<file path="src/rtl/hazard_if.sv">
// Hazard-detection bundle between the ID/EX pipeline registers and the hazard unit.
// The pipeline drives the decode fields through master; the hazard unit answers with stall controls through slave.
interface hazard_if #(
  parameter int unsigned CNT_W = 16
);
  logic             IDEX_MemRead;
  logic [4:0]       IDEX_Rt;
  logic [4:0]       IFID_Rs;
  logic [4:0]       IFID_Rt;
  logic             IFID_UsesRt;
  logic             IFID_HiLoRead;
  logic             IFID_HiLoStart;
  logic             HazardMuxSelect;
  logic             PCWrite;
  logic             IFIDWrite;
  logic             MulBusy;
  logic [CNT_W-1:0] StallCycles;

  modport master (
    output IDEX_MemRead, IDEX_Rt, IFID_Rs, IFID_Rt, IFID_UsesRt,
           IFID_HiLoRead, IFID_HiLoStart,
    input  HazardMuxSelect, PCWrite, IFIDWrite, MulBusy, StallCycles
  );

  modport slave (
    input  IDEX_MemRead, IDEX_Rt, IFID_Rs, IFID_Rt, IFID_UsesRt,
           IFID_HiLoRead, IFID_HiLoStart,
    output HazardMuxSelect, PCWrite, IFIDWrite, MulBusy, StallCycles
  );
endinterface

</file>
<file path="src/rtl/hazard_unit.sv">
// Pipeline hazard unit: load-use detection, HI/LO busy tracking for mult/div,
// and a saturating count of stalled cycles.
module hazard_unit #(
  parameter int unsigned MUL_LAT = 4,   // legal range 1..15 (4-bit down-counter)
  parameter int unsigned CNT_W   = 16
) (
  input logic   clk,
  input logic   reset,
  hazard_if.slave hz
);

  typedef enum logic {
    IDLE = 1'b0,
    BUSY = 1'b1
  } state_t;

  localparam logic [3:0] LAT_LOAD = 4'(MUL_LAT - 1);

  state_t           state, state_nxt;
  logic [3:0]       cnt, cnt_nxt;
  logic [CNT_W-1:0] stall_cnt;
  logic             load_use;
  logic             hilo_stall;
  logic             stall;
  logic             hilo_op;

  // Hazard detection. Register 0 is hard-wired, so a load into it never creates a dependency.
  always_comb begin
    load_use = hz.IDEX_MemRead && (hz.IDEX_Rt != 5'd0) &&
               ((hz.IDEX_Rt == hz.IFID_Rs) ||
                (hz.IFID_UsesRt && (hz.IDEX_Rt == hz.IFID_Rt)));
    hilo_op    = hz.IFID_HiLoRead || hz.IFID_HiLoStart;
    hilo_stall = (state == BUSY) && hilo_op;
    stall      = load_use || hilo_stall;
  end

  // Reset forces a bubble so nothing half-decoded leaks into EX while the core comes up.
  assign hz.HazardMuxSelect = stall || reset;
  assign hz.PCWrite         = !(stall || reset);
  assign hz.IFIDWrite       = !(stall || reset);
  assign hz.MulBusy         = (state == BUSY);
  assign hz.StallCycles     = stall_cnt;

  // NOTE: every signal written here gets a default first, so no path leaves it unassigned and no latch is inferred.
  always_comb begin
    state_nxt = state;
    cnt_nxt   = cnt;
    unique case (state)
      IDLE: begin
        // A mult/div held back by a load-use bubble is not issued; it retries next cycle.
        if (hz.IFID_HiLoStart && !load_use) begin
          state_nxt = BUSY;
          cnt_nxt   = LAT_LOAD;
        end
      end
      BUSY: begin
        if (cnt != 4'd0) begin
          cnt_nxt = cnt - 4'd1;
        end else begin
          state_nxt = IDLE;
        end
      end
      default: begin
        state_nxt = IDLE;
        cnt_nxt   = 4'd0;
      end
    endcase
  end

  // NOTE: state registers use non-blocking assignments so every flop samples pre-edge values.
  always_ff @(posedge clk or posedge reset) begin
    if (reset) begin
      state <= IDLE;
      cnt   <= 4'd0;
    end else begin
      state <= state_nxt;
      cnt   <= cnt_nxt;
    end
  end

  // Saturates at all-ones; coincident load-use and HI/LO stalls are one stalled cycle.
  always_ff @(posedge clk or posedge reset) begin
    if (reset) begin
      stall_cnt <= '0;
    end else if (stall && (stall_cnt != {CNT_W{1'b1}})) begin
      stall_cnt <= stall_cnt + CNT_W'(1);
    end
  end

endmodule

</file>
<file path="src/flat_wrapper.sv">
// flat-port wrapper written by rule: the top's interface ports become plain ports
module hazard_unit_flat 
#(
  parameter int unsigned MUL_LAT = 4,                                            
  parameter int unsigned CNT_W   = 16
)
  (clk, reset, hz_IDEX_MemRead, hz_IDEX_Rt, hz_IFID_Rs, hz_IFID_Rt, hz_IFID_UsesRt, hz_IFID_HiLoRead, hz_IFID_HiLoStart, hz_HazardMuxSelect, hz_PCWrite, hz_IFIDWrite, hz_MulBusy, hz_StallCycles);
  hazard_if #(.CNT_W(CNT_W)) hz_i ();
  input logic clk;
  input logic reset;
  input wire logic [$bits(hz_i.IDEX_MemRead)-1:0] hz_IDEX_MemRead;
  input wire logic [$bits(hz_i.IDEX_Rt)-1:0] hz_IDEX_Rt;
  input wire logic [$bits(hz_i.IFID_Rs)-1:0] hz_IFID_Rs;
  input wire logic [$bits(hz_i.IFID_Rt)-1:0] hz_IFID_Rt;
  input wire logic [$bits(hz_i.IFID_UsesRt)-1:0] hz_IFID_UsesRt;
  input wire logic [$bits(hz_i.IFID_HiLoRead)-1:0] hz_IFID_HiLoRead;
  input wire logic [$bits(hz_i.IFID_HiLoStart)-1:0] hz_IFID_HiLoStart;
  output wire logic [$bits(hz_i.HazardMuxSelect)-1:0] hz_HazardMuxSelect;
  output wire logic [$bits(hz_i.PCWrite)-1:0] hz_PCWrite;
  output wire logic [$bits(hz_i.IFIDWrite)-1:0] hz_IFIDWrite;
  output wire logic [$bits(hz_i.MulBusy)-1:0] hz_MulBusy;
  output wire logic [$bits(hz_i.StallCycles)-1:0] hz_StallCycles;
  assign hz_i.IDEX_MemRead = hz_IDEX_MemRead;
  assign hz_i.IDEX_Rt = hz_IDEX_Rt;
  assign hz_i.IFID_Rs = hz_IFID_Rs;
  assign hz_i.IFID_Rt = hz_IFID_Rt;
  assign hz_i.IFID_UsesRt = hz_IFID_UsesRt;
  assign hz_i.IFID_HiLoRead = hz_IFID_HiLoRead;
  assign hz_i.IFID_HiLoStart = hz_IFID_HiLoStart;
  assign hz_HazardMuxSelect = hz_i.HazardMuxSelect;
  assign hz_PCWrite = hz_i.PCWrite;
  assign hz_IFIDWrite = hz_i.IFIDWrite;
  assign hz_MulBusy = hz_i.MulBusy;
  assign hz_StallCycles = hz_i.StallCycles;
  hazard_unit #(.MUL_LAT(MUL_LAT), .CNT_W(CNT_W)) u_core (.clk(clk), .reset(reset), .hz(hz_i));
endmodule
</file>
<file path="config.mk">
export PLATFORM = sky130hd
export DESIGN_NAME = hazard_unit_flat
export DESIGN_NICKNAME = d
export VERILOG_FILES = /design/src/rtl/hazard_if.sv /design/src/rtl/hazard_unit.sv /design/src/flat_wrapper.sv
export SDC_FILE = /design/constraint.sdc
export NUM_CORES = 1
export LEC_CHECK = 0
export ABC_AREA = 1
export ABC_CLOCK_PERIOD_IN_PS = 2050
export BUFFER_PORTS_ARGS = -buffer_cell sky130_fd_sc_hd__buf_2
export CELL_PAD_IN_SITES_DETAIL_PLACEMENT = 0
export CELL_PAD_IN_SITES_GLOBAL_PLACEMENT = 1
export CORE_ASPECT_RATIO = 1.5
export CORE_MARGIN = 2
export CORE_UTILIZATION = 36
export DETAILED_ROUTE_END_ITERATION = 10
export PLACE_DENSITY_LB_ADDON = 0.3
export SLEW_MARGIN = 20
export SYNTH_ARGS = -nofsm -noshare
export SYNTH_HDL_FRONTEND = slang
export SYNTH_SLANG_ARGS = --single-unit
</file>
<file path="constraint.sdc">
create_clock -name clk -period 2.05 [get_ports clk]
set_input_delay 0.1025 -clock clk [delete_from_list [all_inputs] [get_ports clk]]
set_output_delay 0.1025 -clock clk [all_outputs]
set_load 0.005 [all_outputs]
</file>
==> results of run 1 <==
## cells in the final DEF (no fill, tap or decap)
cell type	instances
nand4_1	3
xnor2_1	4
nand2_4	1
nor4_1	1
nand2_2	1
nand2_1	83
buf_2	40
xor2_1	11
nor3_1	6
dfrtp_1	21
clkbuf_8	3
or2_0	1
nor2_2	1
ha_1	2
nand3b_1	1
buf_4	3
a31oi_1	3
inv_1	34
nor2_1	15
o21ai_0	2
clkinv_2	1
nand3_1	29
## state kept, by name (all words and copies together), names as in the netlist
register / flops
u_core.hz.StallCycles: 16
u_core.hz.MulBusy: 1
u_core.cnt: 4
## final timing paths
kind / to / slack (ns) / startpoint
max: u_core.hz.StallCycles[13] / 0.26 / u_core.hz.StallCycles[0]
min: u_core.cnt[1] / -0.0005 / reset
max reg2reg: u_core.hz.StallCycles[13] / 0.26 / u_core.hz.StallCycles[0]
min reg2reg: u_core.hz.StallCycles[7] / 0.54 / u_core.hz.StallCycles[7]
max in group asynchronous: u_core.hz.StallCycles[10] / 1.53 / reset
min in group clk: u_core.cnt[2] / 0.32 / hz_IFID_HiLoStart
## metal layers
metal	wire (µm)	global-route usage
met3	137	0.0265
met4	40	0.0429
met5	0	0
met1	1480	0.168
met2	1920	0.335
## power by group through the flow
stage,Combinational (mW),Sequential [mW],Clock [mW]
detailed placement,0.636,0.633,0
CTS,0.640,0.625,0.288
finish,0.623,0.624,0.276
floorplan,0.443,0.620,0
global placement,0.628,0.631,0
global route,0.722,0.644,0.300
## logic make-up after synthesis
| family | Yosys count |
|---|---|
| buffers and inverters | 39 |
| xor gates and xnor gates | 15 |
| AOI/OAI and AO/OA | 5 |
| DFF | 21 |
| and+or+nand+nor | 142 |
| adders and majority gates | 2 |
## per-stage QoR
step | utilization | setup WS, ns
floorplan | - | 0.347
finish | 0.447 | 0.260
global placement | 0.435 | 0.322
detailed placement | 0.435 | 0.267
global route | 0.447 | 0.0749
CTS | 0.447 | 0.233
## cell type report
type | count | area, µm²
Tap cell | 45 | 56.3
Multi-Input combinational cell | 164 | 791
Sequential cell | 21 | 526
Clock inverter | 1 | 5.00
Timing Repair Buffer | 43 | 223
Fill cell | 440 | 2190
Inverter | 34 | 128
Clock buffer | 3 | 41.3
==> results.cfg, run 1 <==
[worst_setup_path]
worst_ep_arrival_time_ns = 1.94
cp_common_cell = nand2_1
cp-end-kind = flip-flop
crit_type = flip-flop to flip-flop
worstRegToRegCells = 8
slowest_stage = dfrtp_1
startpoint_type = flip-flop
crit_required_ns = 2.20
cp_max_fo = 9
critPathMaxStageDelay_ns = 0.41
timing.critical_path.buf_inv = 1
cp_cell_sequence = ha_1, nand2_1, nor2_2, nand4_1, or2_0, buf_4, nand3_1, nand2_1
crit_cells = 8
crit_family = simple AND/OR/NAND/NOR gates

[die]
floorplan.die_area_mm2 = 0.00466
dieWidth_um = 56.4
die_h_um = 82.6
io_pins = 41
initial_core_util = 0.375
placementRows = 28
coreArea_mm2 = 0.00396

[logic_synthesis]
synth_most_common_cell = nand2_1
synthTopCellsByCount = 83 x nand2_1, 34 x inv_1, 29 x nand3_1
synth-xor-area-share = 0.0886
synth-compound-area-share = 0.0194
ys_seq_elements = 21
synth-simple-area-share = 0.408
syn_area_mm2 = 0.00148
synth_cell_types = 22
seq_area_frac_synth = 0.354
synth_top_area_frac = 0.354
synth_top_family_by_area = simple AND/OR/NAND/NOR gates
synth-adder-area-share = 0.0169
synth_flop_cell = dfrtp_1
yosysTopAreaCell = dfrtp_1
synthArstFlopShare = 1.00
postSynthCellCount = 224
synthMuxAreaShare = 0
yosys_warnings = 0
syn_avg_cell_area_um2 = 6.62
synth.area.top_cells = dfrtp_1 35%, nand2_1 21%, nand3_1 9.8%
synth_edf_count = 0
mappedNetlistNets = 247

[global_route]
grt_pass1_wl_mm = 5.99
grt_start_max_net_pins = 22
grt_pass1_vias = 1389
grt_antenna_before_repair = 0
track_usage = 0.163
grt_overflow = 0

[timing]
fin_setup_tns_ns = 0
tightest_slew_ns = 0.827
finalClockSkew_ns = 0.00947
rsz0062_at_grt = no
clock.fmax_ghz = 0.559
finalHoldViolations = 2
min_period_over_period = 0.873
setup_viol = 0
worst_hold_slack_ns = -0.000498
fin_crit_ns = 1.79
maxSlewViolCount = 0
slew_headroom = 0.448

[clock_tree]
hold_buffers = 0
cts.sinks = 21
cts_resized = 0
root_buffer = clkbuf_8
post-cts-setup-buffers = 0
clkLatencyLatePin_ns = 0.26
h-tree-depth = 1
cts_tree = yes
clk_pin_slew_ns = 0.08
clock_path_buffers = 2
cts_buffers = 3

[power_and_ir_drop]
power_frac_comb = 0.409
switchingPower_mw = 0.635
switching_share = 0.417
power_mw = 1.52
p_per_area_mw_per_mm2 = 861
ir_drop_v = 0.000536
seqPwrFrac = 0.410
p_int_mw = 0.888
p_leak_nw = 1.06
p_clk_frac = 0.181

[worst_hold_path]
hp-class = input port to async pin

[finish]
final_cells = 311
drive_gt1_frac = 0.188
synthToLayoutAreaGrowth_pct = 19.3
antenna_cells = 0
fin_area_mm2 = 0.00177
layout.nets = 290

[route]
post_drt_wl_per_cell_um = 11.5
dr_total_vias = 1435
via_per_inst = 4.61
firstDrtPassIters = 4
ant_nets = 0
drt_wl_total_mm = 3.58
drc = 0
drtIter0Drc = 52

[place]
place_area_mm2 = 0.00172
port_buffers = 40
place_hpwl_mm = 2.85
dpl.cell_count = 307
gp_congestion = 0.838

[flow_run]
max_cap_violations = 0

[status]
status = finished, violations left
violations = hold timing
No activity file was read; power rests on OpenSTA's default activity.
==> inputs of run 2 (changes only) <==
--- a/config.mk
+++ b/config.mk
@@ -11,7 +11,7 @@
 export CELL_PAD_IN_SITES_DETAIL_PLACEMENT = 0
 export CELL_PAD_IN_SITES_GLOBAL_PLACEMENT = 1
 export CORE_ASPECT_RATIO = 1.5
-export CORE_MARGIN = 2
+export CORE_MARGIN = 5
 export CORE_UTILIZATION = 36
 export DETAILED_ROUTE_END_ITERATION = 10
 export PLACE_DENSITY_LB_ADDON = 0.3
==> run 2 against run 1 <==
The run still ends with hold timing left. Wire length rose by 2.7%. First-iteration DRC count down 1.9%. Critical path depth unchanged. Clock skew down 0.0038 ns. Fmax fell by 0.12%. Critical path type unchanged. Critical endpoint is now u_core.hz.StallCycles[6].
==> results.cfg, run 2 (same netlist as run 1, synthesis figures left out) <==
[status]
status = finished, violations left
violations = hold timing

[finish]
final_common_cell = nand2_1
layout.nets = 290
drive_gt1_frac = 0.188
final_cells = 311
mostFrequentLayoutCells = 83 x nand2_1, 40 x buf_2, 34 x inv_1
synthToLayoutAreaGrowth_pct = 19.3
largest_reg_flops = 16
antenna_cells = 0

[clock_tree]
cts_buffers = 3
cts_resized = 0
h-tree-depth = 1
clk_pin_slew_ns = 0.09
hold_buffers = 0
clkLatencyLatePin_ns = 0.26
cts.sinks = 21
clock_path_buffers = 2
cts_tree = yes
post-cts-setup-buffers = 0
root_buffer = clkbuf_8

[timing]
finalHoldViolations = 6
fin_crit_ns = 1.79
setup_viol = 0
tightest_slew_ns = 0.825
fin_setup_tns_ns = 0
min_period_over_period = 0.874
finalClockSkew_ns = 0.00567
rsz0062_at_grt = no
slew_headroom = 0.449
maxSlewViolCount = 0
worst_slack_ns = 0.258
clock.fmax_ghz = 0.558
worst_hold_slack_ns = -0.00730

[flow_run]
max_cap_violations = 0

[global_route]
grt_antenna_before_repair = 0
grt_pass1_vias = 1447
track_usage = 0.142
grt_start_max_net_pins = 22
grt_pass1_wl_mm = 6.36
grt_overflow = 0

[worst_setup_path]
r2r-end = u_core.hz.StallCycles[6]
cp_max_fo = 9
r2r_start = u_core.hz.StallCycles[0]
critPathMaxStageDelay_ns = 0.41
worstRegToRegCells = 8
worst_ep_arrival_time_ns = 1.95
cp_common_cell = nand2_1
cp-end-kind = flip-flop
crit_family = simple AND/OR/NAND/NOR gates
startpoint_type = flip-flop
slowest_stage = dfrtp_1
cp_cell_sequence = ha_1, nand2_1, nor2_2, nand4_1, or2_0, buf_4, nand3_1, nand2_1
reg2reg_slack_ns = 0.26
timing.critical_path.buf_inv = 1
crit_required_ns = 2.21
crit_type = flip-flop to flip-flop

[worst_hold_path]
hp-class = input port to async pin

[route]
firstDrtPassIters = 4
dr_total_vias = 1495
via_per_inst = 4.81
drc = 0
post_drt_wl_per_cell_um = 11.8
ant_nets = 0
drt_wl_total_mm = 3.68
drtIter0Drc = 51

[place]
port_buffers = 40
preCtsSetupSlack_ns = 0.237
gp_congestion = 0.769
place_hpwl_mm = 2.93
dpl.cell_count = 307

[die]
dieWidth_um = 62.4
io_pins = 41
placementRows = 28
initial_core_util = 0.375
coreArea_mm2 = 0.00396
floorplan.die_area_mm2 = 0.00553
die_h_um = 88.6

[power_and_ir_drop]
p_leak_nw = 1.06
p_per_area_mw_per_mm2 = 867
power_mw = 1.53
ir_drop_v = 0.000548
run 2: metal layers:
metal,vias to the layer above,GRT usage,share of wire
li1,774,-,-
met1,670,0.148,0.39
met2,49,0.283,0.54
met3,2,0.0241,0.056
met4,0,0.0521,0.011
met5,-,0,0
run 2: final cells by class:
class                   instances  area [µm²]
well taps                      45        56.3
repair buffers                 43         223
flip-flops and latches         21         526
fillers                       423        2190
clock buffers                   3        41.3
multi-input cells             164         791
inverters                      34         128
clock inverters                 1        5.00
run 2: worst register-to-register path, stage by stage (launching register included):
cell,delay [ns]
dfrtp_1,0.41
ha_1,0.23
nand2_1,0.11
nor2_2,0.18
nand4_1,0.11
or2_0,0.30
buf_4,0.21
nand3_1,0.09
nand2_1,0.06
run 2: power breakdown:
part           leakage, nW  switching [mW]  internal (mW)
logic                0.753           0.385          0.243
registers            0.277           0.111          0.511
clock network       0.0255           0.147          0.136
total                 1.06           0.643          0.890
run 2: through the flow:
step | cell area (µm²) | util | hold WS, ns
6_report | 1770 | 0.447 | -0.00730
3_3_place_gp | 1720 | 0.435 | 0.323
3_5_place_dp | 1720 | 0.435 | 0.332
2_1_floorplan | 1480 | - | 0.0790
4_1_cts | 1770 | 0.447 | 0.0414
5_1_grt | 1770 | 0.447 | 0.0950
run 2: worst max path at each step:
stage	startpoint	cells past startpoint	slack [ns]	endpoint
after detailed placement	u_core.hz.StallCycles[0]	8	0.24	u_core.hz.StallCycles[13]
after CTS	u_core.hz.StallCycles[0]	8	0.24	u_core.hz.StallCycles[5]
after floorplan	u_core.hz.StallCycles[0]	9	0.35	u_core.hz.StallCycles[5]
final	u_core.hz.StallCycles[0]	8	0.26	u_core.hz.StallCycles[6]
after global placement	u_core.hz.StallCycles[0]	8	0.33	u_core.hz.StallCycles[4]
after global routing	u_core.hz.StallCycles[0]	8	0.06	u_core.hz.StallCycles[13]
